$ cat src/rtl/esp_uart_rx_periph_pkg.sv
// Shared definitions for the ESP8266 UART receive peripheral:
// bus register map, status bit layout and receiver state encoding.
package esp_uart_rx_periph_pkg;

    localparam logic [3:0] ADDR_DATA   = 4'h0;
    localparam logic [3:0] ADDR_STATUS = 4'h1;
    localparam logic [3:0] ADDR_CLR    = 4'h2;

    localparam int ST_NOT_EMPTY = 0;
    localparam int ST_FULL      = 1;
    localparam int ST_FRAME_ERR = 2;
    localparam int ST_OVERRUN   = 3;
    localparam int ST_COUNT_HI  = 4;

    typedef enum logic [1:0] {
        RX_IDLE  = 2'd0,
        RX_START = 2'd1,
        RX_DATA  = 2'd2,
        RX_STOP  = 2'd3
    } rx_state_t;

endpackage

$ cat src/rtl/esp_uart_rx.sv
// UART deserialiser: 2-flop synchroniser, single baud counter and an
// IDLE/START/DATA/STOP FSM producing one-cycle byte and framing-error pulses.
module esp_uart_rx
    import esp_uart_rx_periph_pkg::*;
#(
    parameter int DIV = 10
) (
    input  logic       i_clk,
    input  logic       i_sys_rst,
    input  logic       i_rx,
    output logic [7:0] o_byte,
    output logic       o_byte_valid,
    output logic       o_frame_err_pulse
);

    localparam int              CW       = $clog2(DIV);
    localparam logic [CW-1:0]   CNT_LAST = CW'(DIV - 1);
    localparam logic [CW-1:0]   CNT_HALF = CW'(DIV / 2 - 1);

    logic            r_sync1, r_sync2, r_rx_prev;
    rx_state_t       r_state, w_state_nx;
    logic [CW-1:0]   r_cnt;
    logic [2:0]      r_bit;
    logic [7:0]      r_shift;
    logic            r_valid, r_ferr;
    logic            w_fall, w_cnt_clr, w_bit_clr, w_shift_en, w_valid, w_ferr;

    // Synchroniser chain plus one extra stage for falling-edge detection
    always_ff @(posedge i_clk) begin
        if (i_sys_rst) begin
            r_sync1   <= 1'b1;
            r_sync2   <= 1'b1;
            r_rx_prev <= 1'b1;
        end else begin
            r_sync1   <= i_rx;
            r_sync2   <= r_sync1;
            r_rx_prev <= r_sync2;
        end
    end

    assign w_fall = r_rx_prev & ~r_sync2;

    // Receiver state register
    always_ff @(posedge i_clk) begin
        if (i_sys_rst) begin
            r_state <= RX_IDLE;
        end else begin
            r_state <= w_state_nx;
        end
    end

    // Next-state and per-cycle control strobes
    always_comb begin
        w_state_nx = r_state;
        w_cnt_clr  = 1'b0;
        w_bit_clr  = 1'b0;
        w_shift_en = 1'b0;
        w_valid    = 1'b0;
        w_ferr     = 1'b0;
        case (r_state)
            RX_IDLE: begin
                w_cnt_clr = 1'b1;
                if (w_fall) begin
                    w_state_nx = RX_START;
                end else begin
                    w_state_nx = RX_IDLE;
                end
            end
            RX_START: begin
                if (r_cnt == CNT_HALF) begin
                    w_cnt_clr = 1'b1;
                    w_bit_clr = 1'b1;
                    if (r_sync2) begin
                        w_state_nx = RX_IDLE;
                    end else begin
                        w_state_nx = RX_DATA;
                    end
                end else begin
                    w_state_nx = RX_START;
                end
            end
            RX_DATA: begin
                if (r_cnt == CNT_LAST) begin
                    w_shift_en = 1'b1;
                    if (r_bit == 3'd7) begin
                        w_state_nx = RX_STOP;
                    end else begin
                        w_state_nx = RX_DATA;
                    end
                end else begin
                    w_state_nx = RX_DATA;
                end
            end
            RX_STOP: begin
                if (r_cnt == CNT_LAST) begin
                    w_state_nx = RX_IDLE;
                    if (r_sync2) begin
                        w_valid = 1'b1;
                    end else begin
                        w_ferr = 1'b1;
                    end
                end else begin
                    w_state_nx = RX_STOP;
                end
            end
            default: begin
                w_state_nx = RX_IDLE;
                w_cnt_clr  = 1'b1;
            end
        endcase
    end

    // Baud counter, wraps at DIV-1 so successive data bits land mid-bit
    always_ff @(posedge i_clk) begin
        if (i_sys_rst) begin
            r_cnt <= '0;
        end else if (w_cnt_clr || (r_cnt == CNT_LAST)) begin
            r_cnt <= '0;
        end else begin
            r_cnt <= r_cnt + CW'(1);
        end
    end

    // Shift register, bit index and registered output pulses
    always_ff @(posedge i_clk) begin
        if (i_sys_rst) begin
            r_bit   <= 3'd0;
            r_shift <= 8'h00;
            r_valid <= 1'b0;
            r_ferr  <= 1'b0;
        end else begin
            r_valid <= w_valid;
            r_ferr  <= w_ferr;
            if (w_bit_clr) begin
                r_bit <= 3'd0;
            end else if (w_shift_en) begin
                r_shift[r_bit] <= r_sync2;
                r_bit          <= r_bit + 3'd1;
            end
        end
    end

    assign o_byte            = r_shift;
    assign o_byte_valid      = r_valid;
    assign o_frame_err_pulse = r_ferr;

endmodule

$ cat src/rtl/esp_uart_rx_periph.sv
// J1-bus peripheral for ESP8266 -> J1 data: UART receiver feeding a byte
// FIFO, with data/status/clear registers on the shared addr/cs/rd/wr bus.
module esp_uart_rx_periph
    import esp_uart_rx_periph_pkg::*;
#(
    parameter int CLK_FREQ   = 50000000,
    parameter int BAUD       = 115200,
    parameter int FIFO_DEPTH = 16
) (
    input  logic        clk,
    input  logic        sys_rst,
    input  logic [3:0]  addr,
    input  logic        cs,
    input  logic        rd,
    input  logic        wr,
    output logic [15:0] d_out,
    input  logic        rx,
    output logic        rx_irq
);

    localparam int DIV = CLK_FREQ / BAUD;
    localparam int AW  = $clog2(FIFO_DEPTH);
    localparam int CW  = AW + 1;

    logic [7:0]    r_mem [FIFO_DEPTH];
    logic [AW-1:0] r_wr_ptr, r_rd_ptr;
    logic [CW-1:0] r_count;
    logic          r_overrun, r_frame_err, r_rd_prev, r_irq;
    logic [15:0]   r_d_out;
    logic [7:0]    w_byte;
    logic          w_byte_valid, w_ferr_pulse;
    logic          w_empty, w_full, w_count_hi, w_rd_edge;
    logic          w_pop, w_push, w_ovr_set, w_clr;
    logic [15:0]   w_status, w_rd_data;

    esp_uart_rx #(.DIV(DIV)) u_rx (
        .i_clk             (clk),
        .i_sys_rst         (sys_rst),
        .i_rx              (rx),
        .o_byte            (w_byte),
        .o_byte_valid      (w_byte_valid),
        .o_frame_err_pulse (w_ferr_pulse)
    );

    assign w_empty    = (r_count == CW'(0));
    assign w_full     = (r_count == CW'(FIFO_DEPTH));
    assign w_count_hi = (r_count >= CW'(FIFO_DEPTH / 2));
    // One action per bus access: only the first cycle of a held cs&rd counts
    assign w_rd_edge  = cs & rd & ~r_rd_prev;
    assign w_pop      = w_rd_edge & (addr == ADDR_DATA) & ~w_empty;
    assign w_push     = w_byte_valid & (~w_full | w_pop);
    assign w_ovr_set  = w_byte_valid & w_full & ~w_pop;
    assign w_clr      = cs & wr & (addr == ADDR_CLR);

    // Status word assembly
    always_comb begin
        w_status               = 16'h0000;
        w_status[ST_NOT_EMPTY] = ~w_empty;
        w_status[ST_FULL]      = w_full;
        w_status[ST_FRAME_ERR] = r_frame_err;
        w_status[ST_OVERRUN]   = r_overrun;
        w_status[ST_COUNT_HI]  = w_count_hi;
    end

    // Read data multiplexer
    always_comb begin
        w_rd_data = 16'h0000;
        case (addr)
            ADDR_DATA: begin
                if (w_empty) begin
                    w_rd_data = 16'h0000;
                end else begin
                    w_rd_data = {8'h00, r_mem[r_rd_ptr]};
                end
            end
            ADDR_STATUS: w_rd_data = w_status;
            default:     w_rd_data = 16'h0000;
        endcase
    end

    // FIFO storage write port
    always_ff @(posedge clk) begin
        if (w_push) begin
            r_mem[r_wr_ptr] <= w_byte;
        end
    end

    // FIFO pointers and occupancy
    always_ff @(posedge clk) begin
        if (sys_rst) begin
            r_wr_ptr <= '0;
            r_rd_ptr <= '0;
            r_count  <= '0;
        end else begin
            if (w_push) begin
                r_wr_ptr <= r_wr_ptr + AW'(1);
            end
            if (w_pop) begin
                r_rd_ptr <= r_rd_ptr + AW'(1);
            end
            case ({w_push, w_pop})
                2'b10:   r_count <= r_count + CW'(1);
                2'b01:   r_count <= r_count - CW'(1);
                default: r_count <= r_count;
            endcase
        end
    end

    // Sticky error flags; a new event beats a same-cycle clear
    always_ff @(posedge clk) begin
        if (sys_rst) begin
            r_overrun   <= 1'b0;
            r_frame_err <= 1'b0;
        end else begin
            if (w_ovr_set) begin
                r_overrun <= 1'b1;
            end else if (w_clr) begin
                r_overrun <= 1'b0;
            end
            if (w_ferr_pulse) begin
                r_frame_err <= 1'b1;
            end else if (w_clr) begin
                r_frame_err <= 1'b0;
            end
        end
    end

    // Registered bus read data and interrupt
    always_ff @(posedge clk) begin
        if (sys_rst) begin
            r_rd_prev <= 1'b0;
            r_d_out   <= 16'h0000;
            r_irq     <= 1'b0;
        end else begin
            r_rd_prev <= cs & rd;
            r_irq     <= ~w_empty;
            if (w_rd_edge) begin
                r_d_out <= w_rd_data;
            end
        end
    end

    assign d_out  = r_d_out;
    assign rx_irq = r_irq;

endmodule

$ cat config.mk
export PLATFORM = sky130hd
export DESIGN_NAME = esp_uart_rx_periph
export DESIGN_NICKNAME = d
export VERILOG_FILES = /design/src/rtl/esp_uart_rx_periph_pkg.sv /design/src/rtl/esp_uart_rx.sv /design/src/rtl/esp_uart_rx_periph.sv
export SDC_FILE = /design/constraint.sdc
export NUM_CORES = 1
export LEC_CHECK = 0
export BUFFER_PORTS_ARGS = -buffer_cell sky130_fd_sc_hd__clkbuf_2
export CAP_MARGIN = 10
export CORE_MARGIN = 2
export CORE_UTILIZATION = 50
export DETAILED_ROUTE_END_ITERATION = 6
export PLACE_DENSITY = 0.78
export SETUP_SLACK_MARGIN = 0.2
export SYNTH_ARGS = -nofsm -noshare
export SYNTH_HDL_FRONTEND = slang
export SYNTH_SLANG_ARGS = --single-unit
$ cat constraint.sdc
create_clock -name clk -period 3.5 [get_ports clk]
set_input_delay 0 -clock clk [delete_from_list [all_inputs] [get_ports clk]]
set_output_delay 0 -clock clk [all_outputs]
set_load 0.02 [all_outputs]
==> impl_metrics.csv <==
group,metric,value,unit
power,p_comb_share,1.4,%
yosys,synth-edff-count,128,
power,p_int,3.444,mW
die,die-area,16410,µm²
power,clkPwrFrac,44.8,%
cells_and_area,nNetsFinal,562,
critical_path,path_cells,"or4_4 > o211ai_4 > inv_1 > ha_1 > xor2_1 > ha_1 > nor4_1 > nand2_1 > a31oi_1 > mux2_2",
yosys,netlist_top_cells_area,"edfxtp_1, dfxtp_1, mux4_2",
clock_network,htree_levels,4,
cells_and_area,post_route_cells_drive_above_1_share,21.01,%
critical_path,rrSetupSlack,0.32,ns
critical_path,reg2reg_from,"r_count[1]",
yosys,seq_area_frac_synth,64.47,%
hold_path,min_to,"r_overrun",
power,leakage,2.867,nW
critical_path,cp_slowest_cell,"or4_4",
clock_network,clkLatencyLatePin,0.42,ns
power,power_switching,845.3,µW
placed_design,dp_hpwl,9714,µm
power,powerDensity,497.2,nW/µm²
routing,ant_nets,0,
clock_network,clk_path_buf_depth,2,
power,max-vdd-ir-drop,0.3140,mV
global_routing,grt_overflow_total,0,
hold_path,min_path_type,"input pin to register",
global_routing,grt_pass1_vias,4282,
critical_path,critPathKind,"register to register",
outcome,outcome,"finished, final reports clean",
yosys,async_reset_ff_share,0,%
yosys,ys_types,60,
critical_path,startpoint_type,"register",
power,seq_power_share,53.8,%
hold_path,worstHoldPathCells,5,
critical_path,r2r_cells,10,
cells_and_area,final_cell_area,8626,µm²
sta,worstMarginPinSlew,1.005,ns
critical_path,timing.rr.end,"r_count[4]",
clock_network,cts_tree,"done",
die,num_rows,45,
critical_path,critPathRequiredTime,3.82,ns
hold_path,min_from,"wr",
clock_network,postCtsSetupBuffers,0,
global_routing,grt_util_all_layers,19.19,%
yosys,synth_area,7701,µm²
clock_network,cts_sinks,184,
critical_path,cp-end-kind,"register",
yosys,ys_seq_elements,184,
run,maxCapViolCount,0,
die,start_util,50.85,%
yosys,synth_cells,511,
global_routing,antenna_found_initial,0,
global_routing,grt_max_degree,46,
die,core_area,15150,µm²
routing,routed_wl,14980,µm
die,die_h,128.1,µm
routing,drt_iter0_drc,414,
sta,rsz0062_at_grt,"false",
critical_path,cp_common_cell,"ha_1",
die,io_pins,27,
sta,slew_violations,0,
cells_and_area,num_antenna_cells,0,
sta,setup_viol,0,
placed_design,io_buffers,18,
global_routing,grt_first_pass_wirelength,23250,µm
clock_network,cts_buffers,17,
clock_network,clk_pin_slew,0.07,ns
yosys,synth_area_leader_cell,"edfxtp_1",
sta,fin_crit,3.181,ns
yosys,synth_ff_type,"edfxtp_1",
routing,avgRoutedWirePerCell,20.25,µm
sta,relSlewSlack,32.08,%
die,die_x,128.1,µm
yosys,ys_warn_count,0,
power,switching_share,19.71,%
critical_path,cp_max_fo,9,
routing,dr.pass1.iters,5,
sta,clock_skew,0.008884,ns
critical_path,slowest_delay,0.62,ns
placed_design,placed_area,7976,µm²
sta,fin_setup_tns,0,ns
sta,finalHoldViolCount,0,
routing,drc,0,
sta,clock.fmax,0.3144,GHz
yosys,netlist.area_leader.share,49.91,%
routing,avgViaCountPerCell,5.934,
sta,post-route-period-util,90.88,%
clock_network,cts-root-buf,"clkbuf_16",
yosys,synth_area_per_cell,15.07,µm²
critical_path,critPathArrivalTime,3.50,ns
routing,vias,4391,
cells_and_area,area_growth,12.01,%
placed_design,gp_congestion,0.8265,
-- layer usage --
layer	GRT usage [%]	part of all wire, %	vias to the layer above
met2	32.46	50	167
li1	-	-	1990
met3	4.090	5.3	30
met5	0	0	-
met1	24.15	42	2204
met4	7.951	2.4	0
-- power by group through the flow --
stage	clock network (mW)	registers [mW]	logic, mW
6_report	1.92	2.31	0.0595
5_1_grt	2.03	2.31	0.0650
4_1_cts	1.95	2.31	0.0582
3_5_place_dp	0	2.35	0.0553
3_3_place_gp	0	2.35	0.0540
2_1_floorplan	0	2.36	0.0433
-- timing repair --
action / CTS / global route
hold buffers: 3 / 0
endpoints found under the setup margin: 0 / 1
endpoints found under the hold margin: 2 / 0
resized for setup: 0 / 2
-- sequential cells by signal, indices dropped and copies added, names as in the netlist, 2 cells and up, named ones only --
signal,cells
u_rx.r_state,2
r_wr_ptr,4
u_rx.r_cnt,9
u_rx.o_byte,8
u_rx.r_bit,3
d_out,8
r_mem,128
r_rd_ptr,4
r_count,5
-- kinds of logic (layout without fill, tap and decap cells) --
group | count (synthesis) | in the layout | share of synthesized area (%)
xor gates and xnor gates | 13 | 13 | 1.478
DFF | 184 | 184 | 64.47
muxes | 66 | 66 | 14.48
adders and majority gates | 13 | 13 | 2.112
AOI/OAI and AO/OA | 46 | 46 | 4.387
buffers and inverters | 48 | 82 | 3.184
and+or+nand+nor | 140 | 140 | 9.846
other | 1 | 8 | 0.04869
-- Yosys cell counts (all sizes together), types with 8 or more instances --
| library cell | count |
|---|---|
| inv | 13 |
| xor2 | 8 |
| ha | 13 |
| mux4 | 33 |
| edfxtp | 128 |
| mux2 | 9 |
| nand3 | 21 |
| dfxtp | 56 |
| nand2 | 9 |
| buf | 22 |
| nor2 | 54 |
| mux2i | 24 |
| a21oi | 12 |
| nor4 | 13 |
| clkbuf | 13 |
-- critical path, delay by kind of cell (launching register included) --
family          cells  cell delay, ns
xor+xnor            1            0.21
buf+inv             1            0.10
mux                 1            0.35
simple gates        3            0.98
compound gates      2            0.43
flops               1            0.42
fa+ha+maj           2            0.58
-- layout by cell type (no fill, tap or decap), types with 4 or more instances in the layout --
master      count
edfxtp_1      128
dfxtp_1        56
nor2_1         54
mux4_2         26
mux2i_1        24
nand3_1        20
clkbuf_2       18
clkbuf_16      17
buf_4          16
inv_1          13
ha_1           13
a21oi_1        11
nor4_1         10
nand2_1         9
xor2_1          8
mux2_2          8
conb_1          8
nor3_1          7
mux4_1          7
o21ai_0         6
a31oi_1         6
clkinvlp_4      6
xnor2_1         5
nor2b_1         5
nand3b_1        4
nand2b_1        4
or2_2           4
or3_1           4
-- worst max path at each step --
| stage | start | endpoint | slack (ns) | cells past startpoint |
|---|---|---|---|---|
| final | r_count[1] | r_count[4] | 0.32 | 10 |
| after global routing | r_count[1] | r_count[4] | 0.12 | 10 |
| after detailed placement | r_count[1] | r_count[4] | 0.44 | 10 |
| after global placement | r_count[1] | r_count[4] | 0.59 | 10 |
| after floorplan | r_count[1] | r_count[4] | 0.58 | 12 |
| after CTS | r_count[1] | r_count[4] | 0.41 | 10 |
-- metrics by stage --
| step | hold slack [ns] | std cells | power, mW | util (%) | worst slack, ns |
|---|---|---|---|---|---|
| 3_5_place_dp | 0.1898 | 705 | 2.410 | 52.66 | 0.4395 |
| 6_report | 0.02436 | 740 | 4.289 | 56.95 | 0.3191 |
| 2_1_floorplan | 0.1038 | 518 | 2.399 | - | 0.5842 |
| 4_1_cts | 0.01512 | 740 | 4.313 | 56.84 | 0.4149 |
| 5_1_grt | 0.05140 | 740 | 4.398 | 56.95 | 0.1195 |
| 3_3_place_gp | 0.1879 | 705 | 2.408 | 52.66 | 0.5870 |
-- final cells by class --
cell class,instances,area (µm²)
fillers,1121,6520
flip-flops and latches,184,4965
multi-input cells,286,2535
clock buffers,17,425.4
repair buffers,37,240.2
well taps,188,235.2
clock inverters,15,176.4
inverters,13,48.80
(Power assumes the default switching activity.)
